<file path="src/rtl/ibex_ex_issue_ctrl_if.sv">
// rtl/ibex_ex_issue_ctrl_if.sv - ID/EX issue-control signal bundle with master (ID/EX side) and slave (controller) views
interface ibex_ex_issue_ctrl_if;
    logic                  instr_valid_i;
    logic                  instr_kill_i;
    logic                  mult_sel_i;
    logic                  div_sel_i;
    logic                  wb_ready_i;
    logic                  ex_valid_i;
    logic [1:0]            imd_val_we_i;
    logic [1:0][33:0]      imd_val_d_i;
    logic [1:0][33:0]      imd_val_q_o;
    logic                  mult_en_o;
    logic                  div_en_o;
    logic                  alu_instr_first_cycle_o;
    logic                  multdiv_ready_id_o;
    logic                  instr_done_o;
    logic                  stall_ex_o;
    logic                  perf_clr_i;
    logic [15:0]           perf_stall_cnt_o;

    modport master (
        output instr_valid_i, instr_kill_i, mult_sel_i, div_sel_i, wb_ready_i,
               ex_valid_i, imd_val_we_i, imd_val_d_i, perf_clr_i,
        input  imd_val_q_o, mult_en_o, div_en_o, alu_instr_first_cycle_o,
               multdiv_ready_id_o, instr_done_o, stall_ex_o, perf_stall_cnt_o
    );

    modport slave (
        input  instr_valid_i, instr_kill_i, mult_sel_i, div_sel_i, wb_ready_i,
               ex_valid_i, imd_val_we_i, imd_val_d_i, perf_clr_i,
        output imd_val_q_o, mult_en_o, div_en_o, alu_instr_first_cycle_o,
               multdiv_ready_id_o, instr_done_o, stall_ex_o, perf_stall_cnt_o
    );
endinterface

</file>
<file path="src/rtl/ibex_ex_issue_ctrl.sv">
// rtl/ibex_ex_issue_ctrl.sv - EX-stage issue control: first-cycle tracking, multdiv enables, imd registers, stall counter
module ibex_ex_issue_ctrl (
    input  logic                   clk_i,
    input  logic                   rst_ni,
    ibex_ex_issue_ctrl_if.slave    bus
);

    typedef enum logic {
        ST_FIRST = 1'b0,
        ST_MULTI = 1'b1
    } state_e;

    state_e state_q, state_d;

    logic             act;
    logic             done;
    logic             stall;
    logic [1:0][33:0] imd_val_q;
    logic [15:0]      stall_cnt_q;

    // A killed instruction behaves exactly like an absent one.
    assign act   = bus.instr_valid_i & ~bus.instr_kill_i;
    assign done  = act & bus.ex_valid_i & bus.wb_ready_i;
    assign stall = act & ~done;

    always_ff @(posedge clk_i or negedge rst_ni) begin
        if (!rst_ni) begin
            state_q <= ST_FIRST;
        end else begin
            state_q <= state_d;
        end
    end

    always_comb begin
        state_d = state_q;
        unique case (state_q)
            ST_FIRST: begin
                if (act && !done) begin
                    state_d = ST_MULTI;
                end
            end
            ST_MULTI: begin
                if (done || !act) begin
                    state_d = ST_FIRST;
                end
            end
            default: state_d = ST_FIRST;
        endcase
    end

    assign bus.alu_instr_first_cycle_o = act & (state_q == ST_FIRST);
    assign bus.mult_en_o               = act & bus.mult_sel_i;
    assign bus.div_en_o                = act & bus.div_sel_i;
    assign bus.multdiv_ready_id_o      = bus.wb_ready_i;
    assign bus.instr_done_o            = done;
    assign bus.stall_ex_o              = stall;

    // Each intermediate entry has its own enable; both may update together.
    for (genvar k = 0; k < 2; k++) begin : g_imd
        always_ff @(posedge clk_i or negedge rst_ni) begin
            if (!rst_ni) begin
                imd_val_q[k] <= 34'h0;
            end else if (bus.imd_val_we_i[k] && act) begin
                imd_val_q[k] <= bus.imd_val_d_i[k];
            end
        end
    end

    assign bus.imd_val_q_o = imd_val_q;

    always_ff @(posedge clk_i or negedge rst_ni) begin
        if (!rst_ni) begin
            stall_cnt_q <= 16'h0;
        end else if (bus.perf_clr_i) begin
            stall_cnt_q <= 16'h0;
        end else if (stall && (stall_cnt_q != 16'hFFFF)) begin
            stall_cnt_q <= stall_cnt_q + 16'h1;
        end
    end

    assign bus.perf_stall_cnt_o = stall_cnt_q;

    sel_exclusive_a: assert property (@(posedge clk_i) disable iff (!rst_ni)
        !(bus.mult_sel_i && bus.div_sel_i));

endmodule

</file>
<file path="src/flat_wrapper.sv">
// flat-port wrapper written by rule: the top's interface ports become plain ports
module ibex_ex_issue_ctrl_flat 
  (clk_i, rst_ni, bus_instr_valid_i, bus_instr_kill_i, bus_mult_sel_i, bus_div_sel_i, bus_wb_ready_i, bus_ex_valid_i, bus_imd_val_we_i, bus_imd_val_d_i, bus_perf_clr_i, bus_imd_val_q_o, bus_mult_en_o, bus_div_en_o, bus_alu_instr_first_cycle_o, bus_multdiv_ready_id_o, bus_instr_done_o, bus_stall_ex_o, bus_perf_stall_cnt_o);
  ibex_ex_issue_ctrl_if bus_i ();
  input  logic clk_i;
  input  logic rst_ni;
  input wire logic [$bits(bus_i.instr_valid_i)-1:0] bus_instr_valid_i;
  input wire logic [$bits(bus_i.instr_kill_i)-1:0] bus_instr_kill_i;
  input wire logic [$bits(bus_i.mult_sel_i)-1:0] bus_mult_sel_i;
  input wire logic [$bits(bus_i.div_sel_i)-1:0] bus_div_sel_i;
  input wire logic [$bits(bus_i.wb_ready_i)-1:0] bus_wb_ready_i;
  input wire logic [$bits(bus_i.ex_valid_i)-1:0] bus_ex_valid_i;
  input wire logic [$bits(bus_i.imd_val_we_i)-1:0] bus_imd_val_we_i;
  input wire logic [$bits(bus_i.imd_val_d_i)-1:0] bus_imd_val_d_i;
  input wire logic [$bits(bus_i.perf_clr_i)-1:0] bus_perf_clr_i;
  output wire logic [$bits(bus_i.imd_val_q_o)-1:0] bus_imd_val_q_o;
  output wire logic [$bits(bus_i.mult_en_o)-1:0] bus_mult_en_o;
  output wire logic [$bits(bus_i.div_en_o)-1:0] bus_div_en_o;
  output wire logic [$bits(bus_i.alu_instr_first_cycle_o)-1:0] bus_alu_instr_first_cycle_o;
  output wire logic [$bits(bus_i.multdiv_ready_id_o)-1:0] bus_multdiv_ready_id_o;
  output wire logic [$bits(bus_i.instr_done_o)-1:0] bus_instr_done_o;
  output wire logic [$bits(bus_i.stall_ex_o)-1:0] bus_stall_ex_o;
  output wire logic [$bits(bus_i.perf_stall_cnt_o)-1:0] bus_perf_stall_cnt_o;
  assign bus_i.instr_valid_i = bus_instr_valid_i;
  assign bus_i.instr_kill_i = bus_instr_kill_i;
  assign bus_i.mult_sel_i = bus_mult_sel_i;
  assign bus_i.div_sel_i = bus_div_sel_i;
  assign bus_i.wb_ready_i = bus_wb_ready_i;
  assign bus_i.ex_valid_i = bus_ex_valid_i;
  assign bus_i.imd_val_we_i = bus_imd_val_we_i;
  assign bus_i.imd_val_d_i = bus_imd_val_d_i;
  assign bus_i.perf_clr_i = bus_perf_clr_i;
  assign bus_imd_val_q_o = bus_i.imd_val_q_o;
  assign bus_mult_en_o = bus_i.mult_en_o;
  assign bus_div_en_o = bus_i.div_en_o;
  assign bus_alu_instr_first_cycle_o = bus_i.alu_instr_first_cycle_o;
  assign bus_multdiv_ready_id_o = bus_i.multdiv_ready_id_o;
  assign bus_instr_done_o = bus_i.instr_done_o;
  assign bus_stall_ex_o = bus_i.stall_ex_o;
  assign bus_perf_stall_cnt_o = bus_i.perf_stall_cnt_o;
  ibex_ex_issue_ctrl u_core (.clk_i(clk_i), .rst_ni(rst_ni), .bus(bus_i));
endmodule
</file>
<file path="config.mk">
export PLATFORM = sky130hd
export DESIGN_NAME = ibex_ex_issue_ctrl_flat
export DESIGN_NICKNAME = d
export VERILOG_FILES = /design/src/rtl/ibex_ex_issue_ctrl_if.sv /design/src/rtl/ibex_ex_issue_ctrl.sv /design/src/flat_wrapper.sv
export SDC_FILE = /design/constraint.sdc
export NUM_CORES = 1
export LEC_CHECK = 0
export BUFFER_PORTS_ARGS = -buffer_cell sky130_fd_sc_hd__buf_2
export CORE_MARGIN = 4
export CORE_UTILIZATION = 46
export CTS_CLUSTER_DIAMETER = 200
export CTS_CLUSTER_SIZE = 40
export DETAILED_ROUTE_END_ITERATION = 12
export PLACE_DENSITY = 0.8
export SLEW_MARGIN = 5
export SYNTH_ARGS = -nofsm -noshare
export SYNTH_HDL_FRONTEND = slang
export SYNTH_SLANG_ARGS = --single-unit
</file>
<file path="constraint.sdc">
create_clock -name clk_i -period 2.25 [get_ports clk_i]
set_input_delay 0.1125 -clock clk_i [delete_from_list [all_inputs] [get_ports clk_i]]
set_output_delay 0.1125 -clock clk_i [all_outputs]
set_load 0.03 [all_outputs]
</file>
Word-level counts from Yosys, hierarchy flattened:

Index checks and enable logic that the tools add are counted.

* register bits after elaboration: 85
* input bits: 79
* output and inout bits: 90
* logic and storage cells: 29

* add/subtract/negate cells: 1
* eq/ne operators: 1
* muxes and demuxes: 5
* bitwise logic cells: 10
* reductions and logical operators: 8

Operator list (count)
* 2-to-1 mux 16 bit: 2
* adder 16 x 1 -> 16 bit (second input constant): 1
* inequality test 16 bit (second input constant): 1
* AND 1 bit: 7
* logical AND 1 bit: 4
* NOT 1 bit: 3
* zero test 1 bit: 2
* 2-to-1 mux 1 bit: 2
* one-hot mux 1 bit (2 select lines): 1
* nonzero test 2 bit: 1
* logical OR 1 bit: 1

Logic depth before layout (Yosys ltp):

* depth in word-level cells: 9
* gate-level depth with buffers: 6
* gate-level depth less buffers: 5

Worst setup path before layout:

OpenSTA, ideal clock, no wires.

* path type: reg-to-reg
* from: reg u_core.stall_cnt_q[0], in the netlist u_core.bus.perf_stall_cnt_o[0]
* to: reg u_core.stall_cnt_q[10], in the netlist u_core.bus.perf_stall_cnt_o[10]
* setup time: 0.078 ns
* arrival time: 2.160 ns
* data required time: 2.172 ns
* path slack: 0.012 ns
* stages on the path, launching flop included: 7
* path buffers: 1
* period minus slack after synthesis: 2.238 ns
* path through: dfrtp_1 ha_1 nand3_2 or4b_1 clkbuf_1 or4_1 a21oi_1

* cells in the longest elaborated chain, start to end: 3
* elaborated cells on any way between the ends: 6
* those cells by class: 1 x add/sub; 1 x eq/ne; 2 x mux; 2 x reduce/logical

RTL lines
* from (decl): RTL line ibex_ex_issue_ctrl.sv:19 `logic [15:0] stall_cnt_q;`
* from (signal assigned): RTL line ibex_ex_issue_ctrl.sv:77 `stall_cnt_q <= stall_cnt_q + 16'h1;`
* adder 16 x 1 -> 16 bit or inequality test 16 bit (tied branches): RTL line ibex_ex_issue_ctrl.sv:77, ibex_ex_issue_ctrl.sv:76
* 2-to-1 mux 16 bit or logical AND 1 bit (tied branches): RTL line ibex_ex_issue_ctrl.sv:76 `end else if (stall && (stall_cnt_q != 16'hFFFF)) begin`
* 2-to-1 mux 16 bit or nonzero test 2 bit (tied branches)

Parallel ways exist; a longest one is shown, timed or not. The select of a mux whose other input is x is not followed.
A chain may end at the register's enable or synchronous reset.

Final worst setup path:

Ends and elaborated chain as after synthesis.

==> insert_results.sql <==
INSERT INTO impl_metrics (metric_group, metric, value, unit) VALUES
('status', 'outcome', 'complete, no violations', ''),
('route', 'drt-pass1-iter-count', '4', ''),
('setup_path', 'reg2reg_setup_slack', '0.20', 'ns'),
('route', 'route.detailed.drc', '0', ''),
('global_route', 'overflow', '0', ''),
('sta', 'setup_viol_count_final', '0', ''),
('sta', 'final_max_slew_viol_count', '0', ''),
('floorplan', 'std_cell_rows', '31', ''),
('setup_path', 'rr_startpoint', 'u_core.bus.perf_stall_cnt_o[0]', ''),
('power', 'power.combinational.fraction', '28.2', '%'),
('floorplan', 'die-height', '95.02', 'um'),
('sta', 'fin_setup_tns', '0', 'ns'),
('place', 'finalWeightedCongestion', '0.7850', ''),
('clock_network', 'clock_sinks', '85', ''),
('sta', 'rsz0062_at_grt', 'no', ''),
('power', 'vdd_drop_max', '0.5511', 'mV'),
('clock_network', 'cts.reportedPaths.clkPinSlew', '0.09', 'ns'),
('setup_path', 'critical_path.max_fanout', '6', ''),
('min_path', 'timing.hold.worst_path_depth', '2', ''),
('synthesis', 'post-synth-top-count-cell', 'dfrtp_1', ''),
('sta', 'worstMarginPinSlew', '0.5361', 'ns'),
('synthesis', 'synth_fp_nets', '334', ''),
('clock_network', 'clock_tree.htree_level_count', '3', ''),
('synthesis', 'cells_after_synth', '254', ''),
('min_path', 'hold-path-endpoint', 'u_core.bus.imd_val_q_o[60]', ''),
('global_route', 'vias_in_the_first_global_route', '3052', ''),
('synthesis', 'synth_sequential_area_ratio', '61.06', '%'),
('power', 'share_seq_of_total_power', '43.7', '%'),
('min_path', 'hold_path.class', 'in -> reg', ''),
('clock_network', 'clk-insertion-delay-late', '0.34', 'ns'),
('setup_path', 'critical_path_buf_inv_count', '0', ''),
('cells_and_area', 'nFillCells', '550', ''),
('setup_path', 'regToRegEndpoint', 'u_core.bus.perf_stall_cnt_o[10]', ''),
('setup_path', 'slowest_stage', 'or4b_1', ''),
('cells_and_area', 'num-nets-final', '557', ''),
('sta', 'timing.slew.headroom', '64.26', '%'),
('power', 'netSwitchingFraction', '33.11', '%'),
('cells_and_area', 'proportion_of_layout_cells_with_a_drive_suffix_above_1', '54.98', '%'),
('route', 'routed_length_per_instance', '16.34', 'um'),
('global_route', 'groute.usage.overall', '20.42', '%'),
('synthesis', 'synth.cell_area', '3483', 'sq um'),
('synthesis', 'synth.largest_area_cell', 'dfrtp_1', ''),
('route', 'routed_wirelength', '9.512', 'mm'),
('clock_network', 'tritoncts', 'built', ''),
('min_path', 'hold_path.startpoint', 'bus_imd_val_d_i[60]', ''),
('sta', 'layout_min_cycle_time', '2.051', 'ns'),
('sta', 'final.setup_skew', '0.01081', 'ns'),
('global_route', 'antenna_found_initial', '1', ''),
('synthesis', 'synth_area_leaders', 'dfrtp_1, mux2_2, a21oi_1', ''),
('setup_path', 'cp-start-kind', 'flop', ''),
('global_route', 'largest_net_degree_at_the_start_of_global_routing', '46', ''),
('place', 'dp.final_hpwl', '6.245', 'mm'),
('synthesis', 'synth-edff-count', '0', ''),
('setup_path', 'critical_path_class', 'reg -> reg', ''),
('setup_path', 'critPathArrivalTime', '2.32', 'ns'),
('place', 'io_buffer_count', '168', ''),
('setup_path', 'timing.critical_path.to_type', 'flop', ''),
('clock_network', 'cts_root_buf', 'clkbuf_8', ''),
('route', 'drt.antenna.violating_nets', '0', ''),
('power', 'intPower', '2880', 'uW'),
('route', 'drt-initial-drc-count', '52', ''),
('route', 'routed_via_density', '5.031', ''),
('setup_path', 'crit_family', 'simple AND/OR/NAND/NOR gates', ''),
('synthesis', 'syn_avg_cell_area', '13.71', 'sq um'),
('run', 'maxcap_violations', '0', ''),
('floorplan', 'die_width', '95.02', 'um'),
('power', 'power.density_cell_area', '828.3', 'nW/um^2'),
('setup_path', 'slowest_delay', '0.57', 'ns'),
('route', 'vias', '2928', ''),
('clock_network', 'cts_post_setup_buffers_inserted', '0', ''),
('synthesis', 'synthTopCellsByCount', 'dfrtp_1, mux2_2, a21oi_1, clkbuf_1, nand2_1', '');
[how the worst max path moves through the flow]
| stage | start | end | slack, ns | cells after the start |
|---|---|---|---|---|
| after global placement | u_core.bus.perf_stall_cnt_o[0] | u_core.bus.perf_stall_cnt_o[10] | 0.29 | 5 |
| after floorplan | u_core.bus.perf_stall_cnt_o[0] | u_core.bus.perf_stall_cnt_o[10] | 0.01 | 6 |
| after global routing | u_core.bus.perf_stall_cnt_o[0] | u_core.bus.perf_stall_cnt_o[12] | 0.1 | 6 |
| after detailed placement | u_core.bus.perf_stall_cnt_o[0] | u_core.bus.perf_stall_cnt_o[10] | 0.23 | 5 |
| after CTS | u_core.bus.perf_stall_cnt_o[0] | u_core.bus.perf_stall_cnt_o[10] | 0.21 | 5 |
| final | u_core.bus.perf_stall_cnt_o[0] | u_core.bus.perf_stall_cnt_o[10] | 0.20 | 5 |
[worst reg2reg max path, cell delays in order (launching register included)]
cell and delay (ns):
dfrtp_1 0.42, ha_1 0.21, nand3_2 0.14, or4b_1 0.57, or4_1 0.49, a21oi_1 0.15
[final cells by class]
cell class | instances | area, sq um | share of cell area (%)
Sequential cell | 85 | 2127 | 40.92
Timing Repair Buffer | 225 | 1411 | 27.15
Multi-Input combinational cell | 149 | 1275 | 24.53
Clock buffer | 10 | 137.6 | 2.648
Tap cell | 99 | 123.9 | 2.383
Clock inverter | 6 | 93.84 | 1.805
Inverter | 7 | 26.28 | 0.5055
Antenna cell | 1 | 2.502 | 0.04815
[logic make-up after synthesis]
family	share of synthesized area, %
AO/OA/AOI/OAI	4.490
adder cells (fa/ha/maj)	0.3591
buffers and inverters	2.335
flip-flops	61.06
multiplexers	22.95
AND/OR/NAND/NOR	8.800
[routing by layer]
metal | vias to the layer above | track usage [%] | part of all wire [%] | routed length (um)
met3 | 16 | 5.919 | 7.9 | 751
met4 | 0 | 6.611 | 1.9 | 184
met5 | - | 0 | 0 | 0
met1 | 1428 | 23.46 | 38 | 3594
li1 | 1363 | - | - | -
met2 | 121 | 36.52 | 52 | 4982
[metrics by stage]
step	total power (uW)	util [%]	hold WS, ns	setup WS, ns	std cells
2_1_floorplan	2627	-	-0.1831	0.01153	254
3_3_place_gp	3008	61.07	0.1311	0.2870	514
3_5_place_dp	3048	61.07	0.1316	0.2322	514
4_1_cts	4313	69.87	0.0004399	0.2077	571
5_1_grt	4510	71.28	0.0006684	0.09585	582
6_report	4305	71.28	0.01275	0.1994	582
[sequential cells by signal, summed over array words and instances (netlist names)]
register	cells
u_core.bus.imd_val_q_o	68
u_core.bus.perf_stall_cnt_o	16
u_core.state_q	1
[power groups by stage]
stage                     clock [uW]  combinational [uW]  sequential (uW)
after floorplan                    0                 254             2370
after global placement             0                1130             1880
after detailed placement           0                1150             1900
after CTS                       1240                1200             1870
after global routing            1320                1290             1900
final                           1210                1220             1880
[repair_timing]
item | CTS | global route
setup endpoints to repair | 0 | 0
resized for setup | 0 | 0
hold buffers | 41 | 10
hold endpoints to repair | 80 | 10
[cells in the final DEF, fill, tap and decap left out, types with 2 or more instances in the layout]
| master | count |
|---|---|
| nand2_1 | 8 |
| o21ai_0 | 3 |
| inv_1 | 7 |
| nor4_1 | 5 |
| buf_4 | 6 |
| o31ai_1 | 7 |
| mux2_2 | 71 |
| bufinv_16 | 2 |
| clkinv_4 | 2 |
| dlygate4sd3_1 | 51 |
| nor3_1 | 2 |
| clkbuf_8 | 10 |
| dfrtp_1 | 85 |
| or3_1 | 3 |
| and2_1 | 2 |
| buf_2 | 167 |
| a21oi_1 | 11 |
| nor2b_1 | 4 |
| nand4_1 | 4 |
| or4b_1 | 2 |
| nand3_1 | 3 |
| or4_1 | 6 |
| nor2_1 | 7 |
(Power assumes the default switching activity.)
